[src/rtl/decode_queue_nway_if.sv]
// Shared decode types plus the fetch/issue-side bundle of the N-way decode queue.
// The package sits with the interface so that both the design and its users see one element layout.
package decode_queue_nway_pkg;

    typedef enum logic [2:0] {
        EXE_ARITHMATIC = 3'd0,
        EXE_LOGIC      = 3'd1,
        EXE_SHIFT      = 3'd2,
        EXE_MUL        = 3'd3,
        EXE_JUMP       = 3'd4,
        EXE_BRANCH     = 3'd5,
        EXE_MEM        = 3'd6
    } exe_type_t;

    typedef enum logic [2:0] {
        ALU_NOP = 3'd0,
        ALU_ADD = 3'd1,
        ALU_OR  = 3'd2,
        ALU_LUI = 3'd3,
        ALU_SLL = 3'd4,
        ALU_SRL = 3'd5,
        ALU_MUL = 3'd6
    } alu_op_t;

    typedef enum logic [1:0] {
        BC_NBC  = 2'd0,
        BC_NE   = 2'd1,
        BC_JUMP = 2'd2,
        BC_JR   = 2'd3
    } branch_t;

    // imm carries the ALU immediate, shift amount or jump index; offset the mem/branch displacement
    typedef struct packed {
        logic [31:0] pc;
        logic [31:0] predict_pc_addr;
        logic        predict_brunch_taken;
        exe_type_t   exe_type;
        alu_op_t     alu_op;
        branch_t     branch_type;
        logic        read_reg1_need;
        logic [4:0]  read_reg1_addr;
        logic        read_reg2_need;
        logic [4:0]  read_reg2_addr;
        logic        write_reg_need;
        logic [4:0]  write_reg_addr;
        logic [31:0] imm;
        logic [31:0] offset;
        logic        mem_read_ena;
        logic        mem_write_ena;
    } iq_elem_t;

    localparam iq_elem_t IQ_NOP = '0;

    localparam logic [5:0] OP_SPECIAL  = 6'h00;
    localparam logic [5:0] OP_J        = 6'h02;
    localparam logic [5:0] OP_JAL      = 6'h03;
    localparam logic [5:0] OP_BNE      = 6'h05;
    localparam logic [5:0] OP_ADDIU    = 6'h09;
    localparam logic [5:0] OP_ORI      = 6'h0D;
    localparam logic [5:0] OP_LUI      = 6'h0F;
    localparam logic [5:0] OP_SPECIAL2 = 6'h1C;
    localparam logic [5:0] OP_LW       = 6'h23;
    localparam logic [5:0] OP_SW       = 6'h2B;

    localparam logic [5:0] FN_SLL  = 6'h00;
    localparam logic [5:0] FN_SRL  = 6'h02;
    localparam logic [5:0] FN_JR   = 6'h08;
    localparam logic [5:0] FN_ADDU = 6'h21;
    localparam logic [5:0] FN_MUL  = 6'h02;

endpackage

interface decode_queue_nway_if #(
    parameter int IN_WIDTH  = 2,
    parameter int OUT_WIDTH = 2,
    parameter int DEPTH     = 8
);
    import decode_queue_nway_pkg::*;

    logic                             flush;
    logic [IN_WIDTH-1:0]              in_valid;
    logic [32*IN_WIDTH-1:0]           in_inst;
    logic [32*IN_WIDTH-1:0]           in_pc;
    logic [32*IN_WIDTH-1:0]           in_pred_pc;
    logic [IN_WIDTH-1:0]              in_pred_taken;
    logic                             in_ready;
    logic [OUT_WIDTH-1:0]             out_valid;
    iq_elem_t [OUT_WIDTH-1:0]         out_elem;
    logic [OUT_WIDTH-1:0]             out_ri;
    logic [$clog2(OUT_WIDTH+1)-1:0]   out_take;
    logic [$clog2(DEPTH+1)-1:0]       count;

    modport master (
        output flush, in_valid, in_inst, in_pc, in_pred_pc, in_pred_taken, out_take,
        input  in_ready, out_valid, out_elem, out_ri, count
    );

    modport slave (
        input  flush, in_valid, in_inst, in_pc, in_pred_pc, in_pred_taken, out_take,
        output in_ready, out_valid, out_elem, out_ri, count
    );

endinterface

[src/rtl/decode_queue_nway.sv]
// Multi-lane decode queue: accepts up to IN_WIDTH fetched words per cycle into a circular
// buffer and presents the OUT_WIDTH oldest entries decoded into issue-queue elements.
module decode_queue_nway
    import decode_queue_nway_pkg::*;
#(
    parameter int IN_WIDTH  = 2,
    parameter int OUT_WIDTH = 2,
    parameter int DEPTH     = 8
) (
    input  logic               clk,
    input  logic               rst,
    decode_queue_nway_if.slave bus
);

    localparam int PTR_W = $clog2(DEPTH);
    localparam int CNT_W = $clog2(DEPTH + 1);

    typedef struct packed {
        logic [31:0] inst;
        logic [31:0] pc;
        logic [31:0] pred_pc;
        logic        pred_taken;
    } entry_t;

    typedef struct packed {
        logic     ri;
        iq_elem_t elem;
    } dec_t;

    entry_t           mem_q [DEPTH];
    logic [PTR_W-1:0] head_q, head_d;
    logic [PTR_W-1:0] tail_q, tail_d;
    logic [CNT_W-1:0] count_q, count_d;
    logic [CNT_W-1:0] n_in;
    logic [CNT_W-1:0] n_take;
    logic             in_ready;
    logic             enq_fire;
    logic [PTR_W-1:0] wr_idx [IN_WIDTH];
    logic [PTR_W-1:0] rd_idx [OUT_WIDTH];

    function automatic dec_t decode_lane(input entry_t e);
        dec_t        d;
        logic [5:0]  op;
        logic [5:0]  fn;
        logic [4:0]  rs;
        logic [4:0]  rt;
        logic [4:0]  rd;
        logic [4:0]  sa;
        logic [15:0] i16;
        logic [31:0] sext;
        op   = e.inst[31:26];
        fn   = e.inst[5:0];
        rs   = e.inst[25:21];
        rt   = e.inst[20:16];
        rd   = e.inst[15:11];
        sa   = e.inst[10:6];
        i16  = e.inst[15:0];
        sext = {{16{i16[15]}}, i16};
        d = '0;
        d.elem.pc                   = e.pc;
        d.elem.predict_pc_addr      = e.pred_pc;
        d.elem.predict_brunch_taken = e.pred_taken;
        case (op)
            OP_ORI: begin
                d.elem.exe_type       = EXE_LOGIC;
                d.elem.alu_op         = ALU_OR;
                d.elem.read_reg1_need = 1'b1;
                d.elem.read_reg1_addr = rs;
                d.elem.write_reg_need = 1'b1;
                d.elem.write_reg_addr = rt;
                d.elem.imm            = {16'h0000, i16};
            end
            OP_LUI: begin
                d.elem.exe_type       = EXE_ARITHMATIC;
                d.elem.alu_op         = ALU_LUI;
                d.elem.write_reg_need = 1'b1;
                d.elem.write_reg_addr = rt;
                d.elem.imm            = {i16, 16'h0000};
            end
            OP_ADDIU: begin
                d.elem.exe_type       = EXE_ARITHMATIC;
                d.elem.alu_op         = ALU_ADD;
                d.elem.read_reg1_need = 1'b1;
                d.elem.read_reg1_addr = rs;
                d.elem.write_reg_need = 1'b1;
                d.elem.write_reg_addr = rt;
                d.elem.imm            = sext;
            end
            OP_J, OP_JAL: begin
                d.elem.exe_type    = EXE_JUMP;
                d.elem.branch_type = BC_JUMP;
                d.elem.imm         = {6'b0, e.inst[25:0]};
                if (op == OP_JAL) begin
                    d.elem.write_reg_need = 1'b1;
                    d.elem.write_reg_addr = 5'd31;
                end
            end
            OP_BNE: begin
                d.elem.exe_type       = EXE_BRANCH;
                d.elem.branch_type    = BC_NE;
                d.elem.read_reg1_need = 1'b1;
                d.elem.read_reg1_addr = rs;
                d.elem.read_reg2_need = 1'b1;
                d.elem.read_reg2_addr = rt;
                d.elem.offset         = {sext[29:0], 2'b00};
            end
            OP_LW, OP_SW: begin
                d.elem.exe_type       = EXE_MEM;
                d.elem.alu_op         = ALU_ADD;
                d.elem.read_reg1_need = 1'b1;
                d.elem.read_reg1_addr = rs;
                d.elem.offset         = sext;
                if (op == OP_LW) begin
                    d.elem.mem_read_ena   = 1'b1;
                    d.elem.write_reg_need = 1'b1;
                    d.elem.write_reg_addr = rt;
                end else begin
                    d.elem.mem_write_ena  = 1'b1;
                    d.elem.read_reg2_need = 1'b1;
                    d.elem.read_reg2_addr = rt;
                end
            end
            OP_SPECIAL: begin
                case (fn)
                    FN_JR: begin
                        d.elem.exe_type       = EXE_JUMP;
                        d.elem.branch_type    = BC_JR;
                        d.elem.read_reg1_need = 1'b1;
                        d.elem.read_reg1_addr = rs;
                    end
                    FN_ADDU: begin
                        d.elem.exe_type       = EXE_ARITHMATIC;
                        d.elem.alu_op         = ALU_ADD;
                        d.elem.read_reg1_need = 1'b1;
                        d.elem.read_reg1_addr = rs;
                        d.elem.read_reg2_need = 1'b1;
                        d.elem.read_reg2_addr = rt;
                        d.elem.write_reg_need = 1'b1;
                        d.elem.write_reg_addr = rd;
                    end
                    FN_SLL, FN_SRL: begin
                        d.elem.exe_type       = EXE_SHIFT;
                        d.elem.alu_op         = (fn == FN_SLL) ? ALU_SLL : ALU_SRL;
                        d.elem.read_reg2_need = 1'b1;
                        d.elem.read_reg2_addr = rt;
                        d.elem.write_reg_need = 1'b1;
                        d.elem.write_reg_addr = rd;
                        d.elem.imm            = {27'b0, sa};
                    end
                    default: d.ri = 1'b1;
                endcase
            end
            OP_SPECIAL2: begin
                if (fn == FN_MUL) begin
                    d.elem.exe_type       = EXE_MUL;
                    d.elem.alu_op         = ALU_MUL;
                    d.elem.read_reg1_need = 1'b1;
                    d.elem.read_reg1_addr = rs;
                    d.elem.read_reg2_need = 1'b1;
                    d.elem.read_reg2_addr = rt;
                    d.elem.write_reg_need = 1'b1;
                    d.elem.write_reg_addr = rd;
                end else begin
                    d.ri = 1'b1;
                end
            end
            default: d.ri = 1'b1;
        endcase
        return d;
    endfunction

    // in_ready looks only at registered occupancy so out_take never reaches it combinationally
    always_comb begin
        in_ready = (count_q <= CNT_W'(DEPTH - IN_WIDTH));
        n_in     = '0;
        for (int i = 0; i < IN_WIDTH; i++) begin
            n_in = n_in + CNT_W'(bus.in_valid[i]);
        end
        n_take   = (CNT_W'(bus.out_take) > count_q) ? count_q : CNT_W'(bus.out_take);
        enq_fire = in_ready && bus.in_valid[0] && !bus.flush;
        for (int i = 0; i < IN_WIDTH; i++) begin
            wr_idx[i] = tail_q + PTR_W'(i);
        end
        for (int k = 0; k < OUT_WIDTH; k++) begin
            rd_idx[k] = head_q + PTR_W'(k);
        end
    end

    always_comb begin
        head_d  = head_q;
        tail_d  = tail_q;
        count_d = count_q;
        if (bus.flush) begin
            head_d  = '0;
            tail_d  = '0;
            count_d = '0;
        end else begin
            head_d  = head_q + PTR_W'(n_take);
            tail_d  = enq_fire ? tail_q + PTR_W'(n_in) : tail_q;
            count_d = count_q + (enq_fire ? n_in : '0) - n_take;
        end
    end

    always_ff @(posedge clk) begin
        if (rst) begin
            head_q  <= '0;
            tail_q  <= '0;
            count_q <= '0;
        end else begin
            head_q  <= head_d;
            tail_q  <= tail_d;
            count_q <= count_d;
        end
    end

    // Storage carries no reset: pointers and count alone define which slots are live
    always_ff @(posedge clk) begin
        for (int i = 0; i < IN_WIDTH; i++) begin
            if (enq_fire && bus.in_valid[i]) begin
                mem_q[wr_idx[i]] <= '{inst:       bus.in_inst[32*i +: 32],
                                      pc:         bus.in_pc[32*i +: 32],
                                      pred_pc:    bus.in_pred_pc[32*i +: 32],
                                      pred_taken: bus.in_pred_taken[i]};
            end
        end
    end

    always_comb begin
        bus.in_ready  = in_ready;
        bus.count     = count_q;
        bus.out_valid = '0;
        bus.out_ri    = '0;
        bus.out_elem  = {OUT_WIDTH{IQ_NOP}};
        for (int k = 0; k < OUT_WIDTH; k++) begin
            if (count_q > CNT_W'(k)) begin
                bus.out_valid[k] = 1'b1;
                bus.out_elem[k]  = decode_lane(mem_q[rd_idx[k]]).elem;
                bus.out_ri[k]    = decode_lane(mem_q[rd_idx[k]]).ri;
            end
        end
    end

    // Taking more than is presented is an issue-queue protocol error; the clamp above keeps state sane
    always_ff @(posedge clk) begin
        if (!rst && !bus.flush) begin
            assert (CNT_W'(bus.out_take) <= count_q && int'(bus.out_take) <= OUT_WIDTH);
        end
    end

endmodule

[src/flat_wrapper.sv]
// flat-port wrapper written by rule: the top's interface ports become plain ports
module decode_queue_nway_flat import decode_queue_nway_pkg::*;
#(
    parameter int IN_WIDTH  = 2,
    parameter int OUT_WIDTH = 2,
    parameter int DEPTH     = 8
)
  (clk, rst, bus_flush, bus_in_valid, bus_in_inst, bus_in_pc, bus_in_pred_pc, bus_in_pred_taken, bus_out_take, bus_in_ready, bus_out_valid, bus_out_elem, bus_out_ri, bus_count);
  decode_queue_nway_if #(.IN_WIDTH(IN_WIDTH), .OUT_WIDTH(OUT_WIDTH), .DEPTH(DEPTH)) bus_i ();
  input  logic clk;
  input  logic rst;
  input wire logic [$bits(bus_i.flush)-1:0] bus_flush;
  input wire logic [$bits(bus_i.in_valid)-1:0] bus_in_valid;
  input wire logic [$bits(bus_i.in_inst)-1:0] bus_in_inst;
  input wire logic [$bits(bus_i.in_pc)-1:0] bus_in_pc;
  input wire logic [$bits(bus_i.in_pred_pc)-1:0] bus_in_pred_pc;
  input wire logic [$bits(bus_i.in_pred_taken)-1:0] bus_in_pred_taken;
  input wire logic [$bits(bus_i.out_take)-1:0] bus_out_take;
  output wire logic [$bits(bus_i.in_ready)-1:0] bus_in_ready;
  output wire logic [$bits(bus_i.out_valid)-1:0] bus_out_valid;
  output wire logic [$bits(bus_i.out_elem)-1:0] bus_out_elem;
  output wire logic [$bits(bus_i.out_ri)-1:0] bus_out_ri;
  output wire logic [$bits(bus_i.count)-1:0] bus_count;
  assign bus_i.flush = bus_flush;
  assign bus_i.in_valid = bus_in_valid;
  assign bus_i.in_inst = bus_in_inst;
  assign bus_i.in_pc = bus_in_pc;
  assign bus_i.in_pred_pc = bus_in_pred_pc;
  assign bus_i.in_pred_taken = bus_in_pred_taken;
  assign bus_i.out_take = bus_out_take;
  assign bus_in_ready = bus_i.in_ready;
  assign bus_out_valid = bus_i.out_valid;
  assign bus_out_elem = bus_i.out_elem;
  assign bus_out_ri = bus_i.out_ri;
  assign bus_count = bus_i.count;
  decode_queue_nway #(.IN_WIDTH(IN_WIDTH), .OUT_WIDTH(OUT_WIDTH), .DEPTH(DEPTH)) u_core (.clk(clk), .rst(rst), .bus(bus_i));
endmodule
[config.mk]
export PLATFORM = sky130hd
export DESIGN_NAME = decode_queue_nway_flat
export DESIGN_NICKNAME = d
export VERILOG_FILES = /design/src/rtl/decode_queue_nway_if.sv /design/src/rtl/decode_queue_nway.sv /design/src/flat_wrapper.sv
export SDC_FILE = /design/constraint.sdc
export NUM_CORES = 2
export LEC_CHECK = 0
export CELL_PAD_IN_SITES_DETAIL_PLACEMENT = 1
export CELL_PAD_IN_SITES_GLOBAL_PLACEMENT = 2
export CORE_ASPECT_RATIO = 0.8
export CORE_MARGIN = 10
export CORE_UTILIZATION = 40
export CTS_CLUSTER_SIZE = 10
export DETAILED_ROUTE_END_ITERATION = 16
export PLACE_DENSITY_LB_ADDON = 0.1
export RECOVER_POWER = 25
export SETUP_SLACK_MARGIN = 0.3
export SLEW_MARGIN = 20
export SYNTH_ARGS = -nofsm -noshare
export SYNTH_HDL_FRONTEND = slang
export SYNTH_SLANG_ARGS = --single-unit
export TNS_END_PERCENT = 100
[constraint.sdc]
create_clock -name clk -period 11.9 [get_ports clk]
set_clock_uncertainty 0.15 [all_clocks]
set_input_delay 1.19 -clock clk [delete_from_list [all_inputs] [get_ports clk]]
set_output_delay 1.19 -clock clk [all_outputs]
set_load 0.01 [all_outputs]
Word-level counts from Yosys, hierarchy flattened
Memory sizes are Yosys's and may differ from the RTL's. A register that Yosys moved wholly into a read port is not among the register bits. Cells that the tools add are included.

$add $sub $neg: 7. Order comparisons: 4. Equal/unequal tests: 24. Muxes and demuxes: 65. Reduce and logical (&&, ||, !) cells: 30.

Operator list (count): 32-bit one-hot mux with 5 select lines (2); 157-bit 2-to-1 mux (2); 32-bit one-hot mux with 2 select lines (2); 6-bit one-hot mux with 5 select lines (2); 6-bit by 4-bit == test with 1-bit output, second input constant (8); 6-bit 2-to-1 mux (8); 6-bit one-hot mux with 4 select lines (2); 6-bit by 2-bit == test with 1-bit output, second input constant (6); 6-bit == test, second input constant (6); 18-bit 2-to-1 mux (2); 3-bit one-hot mux with 6 select lines (2); 6-bit one-hot mux with 3 select lines (2); 3-bit one-hot mux with 5 select lines (2); 6-bit zero test (4); 12-bit 2-to-1 mux (2); 3-bit one-hot mux with 2 select lines (4); 5-bit 2-to-1 mux (4); 1-bit 2-to-1 mux (18); 2-bit OR reduction (9); 3-bit OR reduction (6); 8-bit OR reduction (2); 6-bit by 3-bit == test with 1-bit output, second input constant (2); 6-bit by 5-bit == test with 1-bit output, second input constant (2); 2-bit one-hot mux with 3 select lines (2); 16 further kinds (29).

Bits in registers: 10. Bits in writable memories: 776. Output and inout bits: 323. Memories: 1.

Memory list: u_core.mem_q (words 8, bits a word 97, read ports 2, clocked after Yosys merged registers in 1, wr ports 2, line decode_queue_nway.sv:30) `entry_t mem_q [DEPTH];`.

Logic depth before layout (Yosys ltp)
An unclocked memory read counts as a cell.

Word-level depth: 7. Gate-level depth with buffers: 14. Mapped depth without buffers: 14.

Worst setup path after synthesis
OpenSTA, ideal clock, no wires.

Path kind: input to register. From: input port bus_in_valid[0]. To: memory u_core.mem_q[0][0] (netlist bit), enable pin. Library setup time: 696 ps. Arrival: 8830 ps. Setup slack: 2224 ps. Stages on the path: 3. Buffers on the path: 0. Cell sequence: o211ai_1 or3_1 o31ai_1.

RTL lines: start, declared (line flat_wrapper.sv:13) `input wire logic [$bits(bus_i.in_valid)-1:0] bus_in_valid;`; end, declared (line decode_queue_nway.sv:30).

==> results.md <==
Status:
- The flow ran to the end, but the final reports show violations.
- The final reports fail on max-capacitance violations, max-slew violations.

Global routing:
- The via count of the first global-routing pass was 36800.
- The total congestion overflow is 0.
- The initial antenna violation count is 48.
- The wire length of the first global-routing pass is 268000 µm.
- Entering global routing, the biggest net connects 150 pins.
- Global routing consumed, over all layers together, 26.9% of the routing resources.

Clock tree:
- The CTS sink count is approximately 800.
- TritonCTS built the clock tree.
- After clock tree synthesis, the clock-pin slew on the worst setup and hold paths is 0.06 ns.
- The root buffer selected by CTS is sky130_fd_sc_hd__clkbuf_16.
- The number of buffers inserted by hold repair at cts is 0.
- The number of gates resized after CTS is 0.
- The level count of the clock H-tree is 3.
- Buffers added to address setup during post-CTS repair amount to 0.
- No sink is reached through more buffers than the 3 on the longest clock path.
- The number of clock buffers added by TritonCTS is 93.
- The later pin in the worst-skew pair is clocked with a latency of ~0.69 ns.

Placement:
- The congestion estimate from routability-driven global placement came to 0.843.
- After detailed placement, the total cell area comes to 0.0551 mm².
- The number of port buffers is 523.
- The detailed placer's ending HPWL is between 100000 and 150000 µm.

Timing:
- For the pin with the worst max-slew slack, the measured transition is 7.12 ns.
- The shortest period the worst path allows is a little over 9 ns.
- The worst pin sits at a relative slew slack of -375%.
- The number of setup violations in the final report is 0.
- Dividing the final minimum period by the clock period gives about four fifths.
- Setup repair after global routing left no endpoint under its margin.
- The final hold violation count is 0.
- The total count of max-transition violations in the final report is between 500 and 600.
- After routing, the total negative slack on setup checks comes to 0 ns.
- The highest clock rate is 107 MHz.

Logic synthesis:
- The number of standard cells after synthesis is 3353.
- Counting flops with a built-in enable in the synthesized netlist gives just under 800.
- The synthesized design contains 786 register bits.
- The netlist uses 78 different library cells.
- Synthesis produced a netlist with a net count of 3572.
- After synthesis the cells add up to 0.0484 mm².
- The share of async-settable or async-resettable flops after synthesis is 0%.
- For this run, the leading register cell type out of synthesis is sky130_fd_sc_hd__edfxtp_1.
- A synthesized cell averages 14.4 µm².
- The share of the yosys chip area belonging to registers is 48.6%.
- The warning count from the yosys run is 0.

Floorplan:
- The floorplan die area is approximately 0.14 mm².
- The initial utilization of the core area, before any placement, comes to 40.1%.
- The area of the core is 0.121 mm².
- The number of I/O pins is approximately 520.
- The floorplan has 114 rows.
- In this run the vertical extent of the chip is 331 µm.
- In this run the horizontal extent of the chip is 409 µm.

Cells and area:
- The area of all placed cells without fillers is 0.0576 mm².
- The area growth from synthesis to layout is 19.1%.
- Leaving out fill and tap cells, the most frequent cells in the layout are sky130_fd_sc_hd__mux2_2 (804), sky130_fd_sc_hd__edfxtp_1 (776), sky130_fd_sc_hd__clkdlybuf4s50_1 (515), sky130_fd_sc_hd__nand2_1 (450), sky130_fd_sc_hd__mux4_2 (384).
- Across the whole layout, storage elements account for 0.0235 mm².
- The number of fillers in the final layout is approximately 12000.
- The number of nets in the layout is 3971.
- Leaving out fill and tap cells, the most frequent cell in the layout is sky130_fd_sc_hd__mux2_2.
- The area occupied by multi-input gates is about 0.024 mm².
- The post-route netlist has a little under two fifths of its cells at a drive strength greater than 1.

Routing:
- After detailed routing, the number of vias per cell comes to ~6.3.
- After detailed routing, the number of remaining DRC violations is 0.
- The via total after detailed routing is 34000.
- The count of nets left with antenna violations once routing finished came out at 0.
- The iteration-0 DRC count of the detailed router is 2831.
- After detailed routing, the total wire length is 187000 µm.
- The detail-routed net length per standard cell is 34.4 µm.
- The total iterations of the first detailed-routing run is 5.

Critical path:
- The maximum net fanout on the critical path is 97.
- STA classifies the critical path endpoint as a flop.
- At the worst endpoint, the arrival time is 9.28 ns.
- On the worst path, the slowest cell contributes a delay of a little over 5 ns.
- The setup check on the worst reg-to-reg path leaves a slack of 2.97 ns.
- STA classifies the critical path startpoint as an input pin.
- The critical path in this run is classified as input pin to flop.
- Traced cell by cell, the critical path runs through dlygate4sd3_1, o211ai_1, nor2_1, and3_1, nand2_1, o31ai_1, dlymetal6s4s_1.
- STA puts the critical path data required time at between 10 and 15 ns.
- Among all stages on the critical path, the largest delay is contributed by sky130_fd_sc_hd__dlymetal6s4s_1.

Pwr:
- The sum of internal, switching and leakage power is between 10 and 15 mW.
- The sequential fraction of design power is between 30% and 40%.
- For this design the total switching power over the nets is 3.78 mW.
- Dividing total power by cell area gives a power density of ~180 mW/mm².
- Across the VDD grid, the largest voltage drop is between 150 and 200 µV.
- In this run the static leakage power is 18.3 nW.
- The clock network accounts for 25.6% of the total power.
- The share of total power in combinational logic is between 40 and 50%.
- Net switching is a little under two fifths of the power.
- The internal portion of the total power is 6.46 mW.

Hold path:
- The class of the tightest hold or removal check is flop to flop.

Job:
- The number of max-cap violations is 16.
## cells by family after synthesis
group	Yosys count	synth area share [%]
buffers and inverters	312	2.95
DFF	786	48.6
xor gates and xnor gates	9	0.178
adders and majority gates	18	0.528
AOI/OAI and AO/OA	337	4.13
and+or+nand+nor	640	5.58
muxes	1251	38.1
## final cells by class
class                      count  area share, %
clock buffer                 120           4.25
clock inverter                21          0.321
multi-input combinational   2255           40.8
timing repair buffer         585           9.94
inverter                      31          0.211
tap                         1624           3.53
sequential                   786           40.8
antenna                       21         0.0912
## state kept, by name, indices dropped and copies added, names as in the netlist
register / cells
u_core.mem_q: 776
u_core.tail_q: 3
u_core.bus.count: 4
u_core.head_q: 3
## power groups by stage
stage	clock (mW)	sequential [mW]	combinational, mW
6_report	2.62	3.25	4.37
5_1_grt	2.78	3.26	4.64
4_1_cts	2.67	3.25	4.42
3_5_place_dp	0	3.31	4.39
3_3_place_gp	0	3.30	4.35
2_1_floorplan	0	3.25	2.56
## synthesized netlist by cell type, types with 3 or more instances
cell | count | share of area, %
sky130_fd_sc_hd__nor4_2 | 3 | 0.078
sky130_fd_sc_hd__o21a_1 | 5 | 0.078
sky130_fd_sc_hd__nor3_1 | 25 | 0.26
sky130_fd_sc_hd__nor2_1 | 81 | 0.63
sky130_fd_sc_hd__fa_1 | 4 | 0.17
sky130_fd_sc_hd__o21ai_0 | 26 | 0.27
sky130_fd_sc_hd__nand2_1 | 451 | 3.5
sky130_fd_sc_hd__clkbuf_1 | 114 | 0.88
sky130_fd_sc_hd__edfxtp_1 | 776 | 48
sky130_fd_sc_hd__o22ai_1 | 27 | 0.35
sky130_fd_sc_hd__mux2_2 | 805 | 19
sky130_fd_sc_hd__or2_2 | 4 | 0.052
sky130_fd_sc_hd__a21oi_2 | 7 | 0.13
sky130_fd_sc_hd__dfxtp_1 | 10 | 0.41
sky130_fd_sc_hd__buf_4 | 33 | 0.51
sky130_fd_sc_hd__o21bai_1 | 3 | 0.047
sky130_fd_sc_hd__buf_1 | 68 | 0.53
sky130_fd_sc_hd__buf_6 | 6 | 0.14
sky130_fd_sc_hd__a221oi_1 | 5 | 0.091
sky130_fd_sc_hd__mux2i_1 | 45 | 0.93
sky130_fd_sc_hd__mux2_1 | 13 | 0.30
sky130_fd_sc_hd__nand2b_1 | 8 | 0.10
sky130_fd_sc_hd__inv_1 | 27 | 0.21
sky130_fd_sc_hd__and3_1 | 12 | 0.16
sky130_fd_sc_hd__nand4_1 | 5 | 0.065
sky130_fd_sc_hd__o211ai_1 | 4 | 0.062
sky130_fd_sc_hd__and2_1 | 9 | 0.12
sky130_fd_sc_hd__nand3_1 | 14 | 0.14
sky130_fd_sc_hd__mux4_1 | 3 | 0.16
sky130_fd_sc_hd__ha_1 | 14 | 0.36
sky130_fd_sc_hd__mux4_2 | 384 | 18
sky130_fd_sc_hd__o31ai_1 | 3 | 0.047
sky130_fd_sc_hd__nor4_1 | 4 | 0.052
sky130_fd_sc_hd__a21oi_1 | 196 | 2.0
sky130_fd_sc_hd__a22oi_1 | 23 | 0.36
sky130_fd_sc_hd__xnor2_1 | 6 | 0.11
sky130_fd_sc_hd__buf_2 | 59 | 0.61
sky130_fd_sc_hd__a31oi_1 | 13 | 0.17
sky130_fd_sc_hd__nor3_2 | 3 | 0.062
sky130_fd_sc_hd__o21ai_1 | 4 | 0.041
sky130_fd_sc_hd__or3_1 | 4 | 0.052
sky130_fd_sc_hd__o32ai_1 | 6 | 0.11
## final timing paths
| kind | startpoint | to | depth (start not counted) |
|---|---|---|---|
| worst max-delay path | bus_in_valid[0] | u_core.mem_q[4][15] | 7 |
| worst min-delay path | u_core.tail_q[2] | u_core.tail_q[2] | 2 |
| worst max register to register | u_core.bus.count[3] | u_core.mem_q[4][15] | 9 |
| worst min register to register | u_core.tail_q[2] | u_core.tail_q[2] | 2 |
## per-layer routing
metal	part of all wire, %	vias up	track usage, %
li1	-	14100	-
met2	49	1311	45.3
met3	6.8	323	5.82
met4	2.7	40	8.55
met1	41	18200	34.6
met5	0.14	-	0
## stage by stage
stage / setup WS [ns] / utilization, % / hold slack (ns) / std cells
final: 2.57 / 47.8 / 0.495 / 5443
after global routing: 2.18 / 47.8 / 0.529 / 5443
after CTS: 3.27 / 47.9 / 0.504 / 5420
after detailed placement: 4.04 / 45.7 / 0.487 / 5279
after global placement: 4.31 / 45.7 / 0.453 / 5279
after floorplan: 2.22 / - / 0.383 / 3353
## critical path: cells and delay by family
family	cells	cell delay, ns
AO/OA/AOI/OAI	2	0.56
buffers and inverters	2	5.70
AND/OR/NAND/NOR	3	1.64
Note: power is estimated with default switching activity, not from simulation.
